<file path="config.mk">
export PLATFORM = sky130hd
export DESIGN_NAME = mem_arbiter_flat
export DESIGN_NICKNAME = d
export VERILOG_FILES = /design/src/rtl/mem_arbiter_if.sv /design/src/rtl/mem_arbiter.sv /design/src/flat_wrapper.sv
export SDC_FILE = /design/constraint.sdc
export NUM_CORES = 1
export LEC_CHECK = 0
export ABC_CLOCK_PERIOD_IN_PS = 2500
export BUFFER_PORTS_ARGS = -buffer_cell sky130_fd_sc_hd__buf_2
export CORE_AREA = 5 5 100 102
export DETAILED_ROUTE_END_ITERATION = 6
export DIE_AREA = 0 0 105 107
export MAX_ROUTING_LAYER = met4
export PLACE_DENSITY = 0.65
export SYNTH_ARGS = -nofsm -noshare
export SYNTH_HDL_FRONTEND = slang
export SYNTH_SLANG_ARGS = --single-unit
</file>
<file path="constraint.sdc">
create_clock -name CLK -period 2.5 [get_ports CLK]
set_clock_uncertainty 0.1 [all_clocks]
set_input_delay 0.5 -clock CLK [delete_from_list [all_inputs] [get_ports CLK]]
set_output_delay 0.5 -clock CLK [all_outputs]
set_load 0.02 [all_outputs]
</file>
<file path="src/rtl/mem_arbiter_if.sv">
// rtl/mem_arbiter_if.sv - request-unit / RAM signal bundle for mem_arbiter
interface mem_arbiter_if #(
  parameter int AW = 32,
  parameter int DW = 32
);
  // Request unit / CPU side
  logic          imemREN;
  logic [AW-1:0] imemaddr;
  logic          dmemREN;
  logic          dmemWEN;
  logic [AW-1:0] dmemaddr;
  logic [DW-1:0] dmemstore;
  logic          halt;
  logic          ihit;
  logic          dhit;
  logic [DW-1:0] imemload;
  logic [DW-1:0] dmemload;
  logic          err;

  // RAM side
  logic          ram_ready;
  logic [DW-1:0] ram_load;
  logic          ram_ren;
  logic          ram_wen;
  logic [AW-1:0] ram_addr;
  logic [DW-1:0] ram_store;

  // Environment view: drives requests and RAM responses
  modport master (
    output imemREN, imemaddr, dmemREN, dmemWEN, dmemaddr, dmemstore, halt,
    output ram_ready, ram_load,
    input  ram_ren, ram_wen, ram_addr, ram_store,
    input  ihit, dhit, imemload, dmemload, err
  );

  // Arbiter view
  modport slave (
    input  imemREN, imemaddr, dmemREN, dmemWEN, dmemaddr, dmemstore, halt,
    input  ram_ready, ram_load,
    output ram_ren, ram_wen, ram_addr, ram_store,
    output ihit, dhit, imemload, dmemload, err
  );
endinterface

</file>
<file path="src/rtl/mem_arbiter.sv">
// rtl/mem_arbiter.sv - round-robin I/D arbiter for a single-ported RAM with timeout
module mem_arbiter #(
  parameter int TIMEOUT = 16,
  parameter int AW      = 32,
  parameter int DW      = 32
) (
  input  logic          CLK,
  input  logic          RST,
  mem_arbiter_if.slave  bus
);

  localparam int            CW       = $clog2(TIMEOUT + 1);
  localparam logic [CW-1:0] CNT_LAST = CW'(TIMEOUT - 1);

  typedef enum logic [1:0] {
    IDLE = 2'd0,
    IACC = 2'd1,
    DACC = 2'd2
  } state_t;

  state_t        state, state_nxt;
  logic          last_d, last_d_nxt;
  logic [CW-1:0] cnt, cnt_nxt;
  logic          err_q, err_nxt;

  logic          dreq;
  logic          ireq;
  logic          serving;

  // Halt only gates instruction grants; an in-flight fetch is tracked via imemREN alone
  assign dreq = bus.dmemREN | bus.dmemWEN;
  assign ireq = bus.imemREN & ~halt_q_unused_free();

  function automatic logic halt_q_unused_free();
    return bus.halt;
  endfunction

  assign bus.err = err_q;

  // Grant selection, RAM strobes, hit/load return and timeout accounting
  always_comb begin
    state_nxt     = state;
    last_d_nxt    = last_d;
    cnt_nxt       = cnt;
    err_nxt       = err_q;
    serving       = 1'b0;
    bus.ram_ren   = 1'b0;
    bus.ram_wen   = 1'b0;
    bus.ram_addr  = {AW{1'b0}};
    bus.ram_store = {DW{1'b0}};
    bus.ihit      = 1'b0;
    bus.dhit      = 1'b0;
    bus.imemload  = {DW{1'b0}};
    bus.dmemload  = {DW{1'b0}};

    case (state)
      IDLE: begin
        cnt_nxt = '0;
        // On contention the side that did not go last wins
        if (dreq && (!ireq || !last_d)) begin
          state_nxt  = DACC;
          last_d_nxt = 1'b1;
        end else if (ireq) begin
          state_nxt  = IACC;
          last_d_nxt = 1'b0;
        end
      end

      IACC: begin
        if (bus.imemREN) begin
          serving      = 1'b1;
          bus.ram_ren  = 1'b1;
          bus.ram_addr = bus.imemaddr;
          if (bus.ram_ready) begin
            bus.ihit     = 1'b1;
            bus.imemload = bus.ram_load;
          end
        end
      end

      DACC: begin
        if (dreq) begin
          serving      = 1'b1;
          bus.ram_addr = bus.dmemaddr;
          if (bus.dmemWEN) begin
            // Write wins when both REN and WEN are raised
            bus.ram_wen   = 1'b1;
            bus.ram_store = bus.dmemstore;
          end else begin
            bus.ram_ren = 1'b1;
          end
          if (bus.ram_ready) begin
            bus.dhit = 1'b1;
            // A write returns no load data
            if (!bus.dmemWEN) begin
              bus.dmemload = bus.ram_load;
            end
          end
        end
      end

      default: begin
        state_nxt = IDLE;
        cnt_nxt   = '0;
      end
    endcase

    // Leaving an access state: completion, requester withdrawal, or timeout
    if (state == IACC || state == DACC) begin
      if (!serving || bus.ram_ready) begin
        state_nxt = IDLE;
        cnt_nxt   = '0;
      end else if (cnt == CNT_LAST) begin
        state_nxt = IDLE;
        cnt_nxt   = '0;
        err_nxt   = 1'b1;
      end else begin
        cnt_nxt = cnt + 1'b1;
      end
    end
  end

  // State, fairness flag, timeout counter and sticky error registers
  always_ff @(posedge CLK) begin
    if (RST) begin
      state  <= IDLE;
      last_d <= 1'b0;
      cnt    <= '0;
      err_q  <= 1'b0;
    end else begin
      state  <= state_nxt;
      last_d <= last_d_nxt;
      cnt    <= cnt_nxt;
      err_q  <= err_nxt;
    end
  end

endmodule

</file>
<file path="src/flat_wrapper.sv">
// flat-port wrapper written by rule: the top's interface ports become plain ports
module mem_arbiter_flat 
#(
  parameter int TIMEOUT = 16,
  parameter int AW      = 32,
  parameter int DW      = 32
)
  (CLK, RST, bus_imemREN, bus_imemaddr, bus_dmemREN, bus_dmemWEN, bus_dmemaddr, bus_dmemstore, bus_halt, bus_ram_ready, bus_ram_load, bus_ram_ren, bus_ram_wen, bus_ram_addr, bus_ram_store, bus_ihit, bus_dhit, bus_imemload, bus_dmemload, bus_err);
  mem_arbiter_if #(.AW(AW), .DW(DW)) bus_i ();
  input  logic CLK;
  input  logic RST;
  input wire logic [$bits(bus_i.imemREN)-1:0] bus_imemREN;
  input wire logic [$bits(bus_i.imemaddr)-1:0] bus_imemaddr;
  input wire logic [$bits(bus_i.dmemREN)-1:0] bus_dmemREN;
  input wire logic [$bits(bus_i.dmemWEN)-1:0] bus_dmemWEN;
  input wire logic [$bits(bus_i.dmemaddr)-1:0] bus_dmemaddr;
  input wire logic [$bits(bus_i.dmemstore)-1:0] bus_dmemstore;
  input wire logic [$bits(bus_i.halt)-1:0] bus_halt;
  input wire logic [$bits(bus_i.ram_ready)-1:0] bus_ram_ready;
  input wire logic [$bits(bus_i.ram_load)-1:0] bus_ram_load;
  output wire logic [$bits(bus_i.ram_ren)-1:0] bus_ram_ren;
  output wire logic [$bits(bus_i.ram_wen)-1:0] bus_ram_wen;
  output wire logic [$bits(bus_i.ram_addr)-1:0] bus_ram_addr;
  output wire logic [$bits(bus_i.ram_store)-1:0] bus_ram_store;
  output wire logic [$bits(bus_i.ihit)-1:0] bus_ihit;
  output wire logic [$bits(bus_i.dhit)-1:0] bus_dhit;
  output wire logic [$bits(bus_i.imemload)-1:0] bus_imemload;
  output wire logic [$bits(bus_i.dmemload)-1:0] bus_dmemload;
  output wire logic [$bits(bus_i.err)-1:0] bus_err;
  assign bus_i.imemREN = bus_imemREN;
  assign bus_i.imemaddr = bus_imemaddr;
  assign bus_i.dmemREN = bus_dmemREN;
  assign bus_i.dmemWEN = bus_dmemWEN;
  assign bus_i.dmemaddr = bus_dmemaddr;
  assign bus_i.dmemstore = bus_dmemstore;
  assign bus_i.halt = bus_halt;
  assign bus_i.ram_ready = bus_ram_ready;
  assign bus_i.ram_load = bus_ram_load;
  assign bus_ram_ren = bus_i.ram_ren;
  assign bus_ram_wen = bus_i.ram_wen;
  assign bus_ram_addr = bus_i.ram_addr;
  assign bus_ram_store = bus_i.ram_store;
  assign bus_ihit = bus_i.ihit;
  assign bus_dhit = bus_i.dhit;
  assign bus_imemload = bus_i.imemload;
  assign bus_dmemload = bus_i.dmemload;
  assign bus_err = bus_i.err;
  mem_arbiter #(.TIMEOUT(TIMEOUT), .AW(AW), .DW(DW)) u_core (.CLK(CLK), .RST(RST), .bus(bus_i));
endmodule
</file>
==> run summary <==
status: completed
Max Buffers Root-to-Sink: 2
Period minus WS final: 2.36 ns
power share of the combinational group: 0.796
sequential share of power: 0.105
Num CTS Buffers: 3
Initial DRC Count: 135
wire length per cell: 14.3 um
Clk pwr share: 0.099
routability cong.: 0.906
DRC viols: 0
Worst-Skew Late Latency: 0.23 ns
# H-tree levels: 1
commonest non-fill, non-tap cell in the layout: buf_2
NetSw: 0.805 mW
slew margin rel.: 0.797
initial antenna violation count: 0
Worst EP arrival: 1.76 ns
Startpoint Class: register
final count of negative-setup-slack endpoints: 0
CTS tree: built
Mapped Nets: 378
Final WS setup: 0.139 ns
# diodes: 0
most frequent cells in the layout: 267 x buf_2, 65 x and3_1, 34 x and2_1, 33 x nor2b_1, 28 x a22oi_2
Int Power: 0.876 mW
Cell Area, Synth: 1820 um^2
Multi-input gate area: 1480 um^2
Clock Sinks: 9
fillers: 927
cell area power density: 507 nW/um^2
vias per cell: 4.49
setup bufs post-CTS: 0
DR pass1 iterations: 4
PortBufs: 267
fin. max-slew vios: 0
Syn Inst Count: 239
antenna viol nets, final: 0
yosys warns: 0
die extent in x: 105 um
VDD IR-drop max: 374 uV
max cap viols: 0
gr usage total: 0.134
Netlist cell types: 29
hpwl dp: 7.44 mm
core box area: 9020 um^2
largest net degree at the start of global routing: 35
cts hold-fix bufs: 0
grt ovf: 0
crit path kind: reg -> out
Leak: 2.09 nW
layout cells sized above 1: 0.641
dpl ws: 0.203 ns
FMAX: 0.424 GHz
Data required, critical path: 1.90 ns
Setup TNS: 0 ns
reg2reg start: u_core.state[1]$_SDFF_PP0_
flops & latches, synth: 9
routed wire length: 8.66 mm
sw frac: 0.479
critical path startpoint: u_core.state[1]$_SDFF_PP0_
register area share after synthesis: 0.0992
Hold Path Origin: u_core.cnt[4]$_SDFF_PP0_
Top Ports: 268
reg-to-reg critical path endpoint: u_core.state[1]$_SDFF_PP0_
final period utilization: 0.944
Avg Inst Size Synth: 7.60 um^2
Clock Root Buffer: clkbuf_8
RSZ-0062 raised after global routing: no
area delta synth->final: 82.7%
crit-path max FO: 27
Hold Path Class: reg -> reg
first-pass GRT wire length: 12.6 mm
vias in the first global route: 2572
worst-case reg-to-reg path depth: 6
Clk pin slew, worst setup/hold paths: 0.05 ns
Die ar.: 11200 um^2
CP Capture Type: output port
Die Y: 107 um
Worst R2R Setup Slack: 0.49 ns
DR vias: 2712
register area: 180 um^2
worst setup path endpoint: bus_ram_addr[15]
Worst-Margin Slew: 0.305 ns
row cnt: 35
Initial Util: 0.201
Final Hold Viols: 0
Total Nets Final: 633
-- worst max-delay path, cell delays in order, from the launching register on --
cell     delay (ns)
dfxtp_1        0.37
inv_1          0.09
ha_1           0.47
buf_12         0.20
nor2b_1        0.19
buf_2          0.19
-- state kept, by name (all words and copies together), names as in the netlist --
register	count
u_core.cnt	5
u_core.bus.err	1
u_core.state	2
u_core.last_d	1
-- layer usage --
layer | GRT usage | wire, um
met5 | - | 0
met4 | 0.0155 | 34
met3 | 0.0313 | 735
met2 | 0.243 | 4600
met1 | 0.155 | 3290
-- power groups by stage --
stage	Clock (mW)	Combinational, mW	Sequential, mW
floorplan	0	0.918	0.175
global placement	0	1.32	0.177
detailed placement	0	1.35	0.178
CTS	0.168	1.35	0.176
global route	0.183	1.44	0.180
finish	0.166	1.34	0.176
-- per-stage QoR --
stage,power (mW),area (um^2),util,hold WS (ns),std cells
2_1_floorplan,1.09,1820,-,0.304,239
3_3_place_gp,1.50,3270,0.362,0.314,600
3_5_place_dp,1.52,3270,0.362,0.329,600
4_1_cts,1.69,3310,0.367,0.336,604
5_1_grt,1.81,3320,0.368,0.360,604
6_report,1.68,3320,0.368,0.334,604
-- area by class of cell --
type | instances | area share
Multi-Input combinational cell | 200 | 0.445
Inverter | 3 | 0.00339
Tap cell | 111 | 0.0419
Clock buffer | 4 | 0.0136
Sequential cell | 9 | 0.0543
Timing Repair Buffer | 277 | 0.442
-- cell families (layout without fill, tap and decap cells) --
group,Yosys count,count (layout),synth area share
buffers and inverters,30,284,0.0896
and+or+nand+nor,150,150,0.508
xor gates and xnor gates,2,2,0.00965
AOI/OAI and AO/OA,44,44,0.266
DFF,9,9,0.0992
adders and majority gates,4,4,0.0276
-- synthesized netlist by cell type --
master | number | area [um^2]
nor2_1 | 6 | 22.5
o211ai_2 | 1 | 12.5
buf_2 | 10 | 50.1
and3_1 | 65 | 407
xor2_1 | 1 | 8.76
dfxtp_1 | 9 | 180
xnor2_1 | 1 | 8.76
nand4b_1 | 1 | 8.76
buf_6 | 5 | 56.3
inv_1 | 3 | 11.3
clkbuf_1 | 12 | 45.0
o21ai_4 | 1 | 16.3
a22oi_2 | 28 | 350
o21a_1 | 2 | 15.0
a21oi_1 | 1 | 5.00
nor3b_2 | 1 | 12.5
o21ai_0 | 1 | 5.00
nand2_1 | 4 | 15.0
nand3_1 | 2 | 10.0
and2_1 | 35 | 219
ha_1 | 4 | 50.1
nor2b_1 | 33 | 206
o22ai_1 | 1 | 6.26
o2111ai_1 | 1 | 8.76
a21bo_2 | 1 | 10.0
a211o_1 | 1 | 8.76
and3b_1 | 1 | 8.76
or2_2 | 2 | 12.5
a22oi_1 | 6 | 45.0
-- repair_timing --
| item | in CTS | in global routing |
|---|---|---|
| gates cloned | 0 | 0 |
| endpoints found under the setup margin | 4 | 2 |
| resized for setup | 1 | 1 |
-- how the worst min path moves through the flow --
stage / end / cells past startpoint
after floorplan: u_core.cnt[4]$_SDFF_PP0_ / 2
after global routing: u_core.cnt[4]$_SDFF_PP0_ / 2
final: u_core.cnt[4]$_SDFF_PP0_ / 2
after CTS: u_core.cnt[4]$_SDFF_PP0_ / 2
after global placement: u_core.cnt[4]$_SDFF_PP0_ / 2
after detailed placement: u_core.cnt[4]$_SDFF_PP0_ / 2
Note: power is estimated with default switching activity, not from simulation.
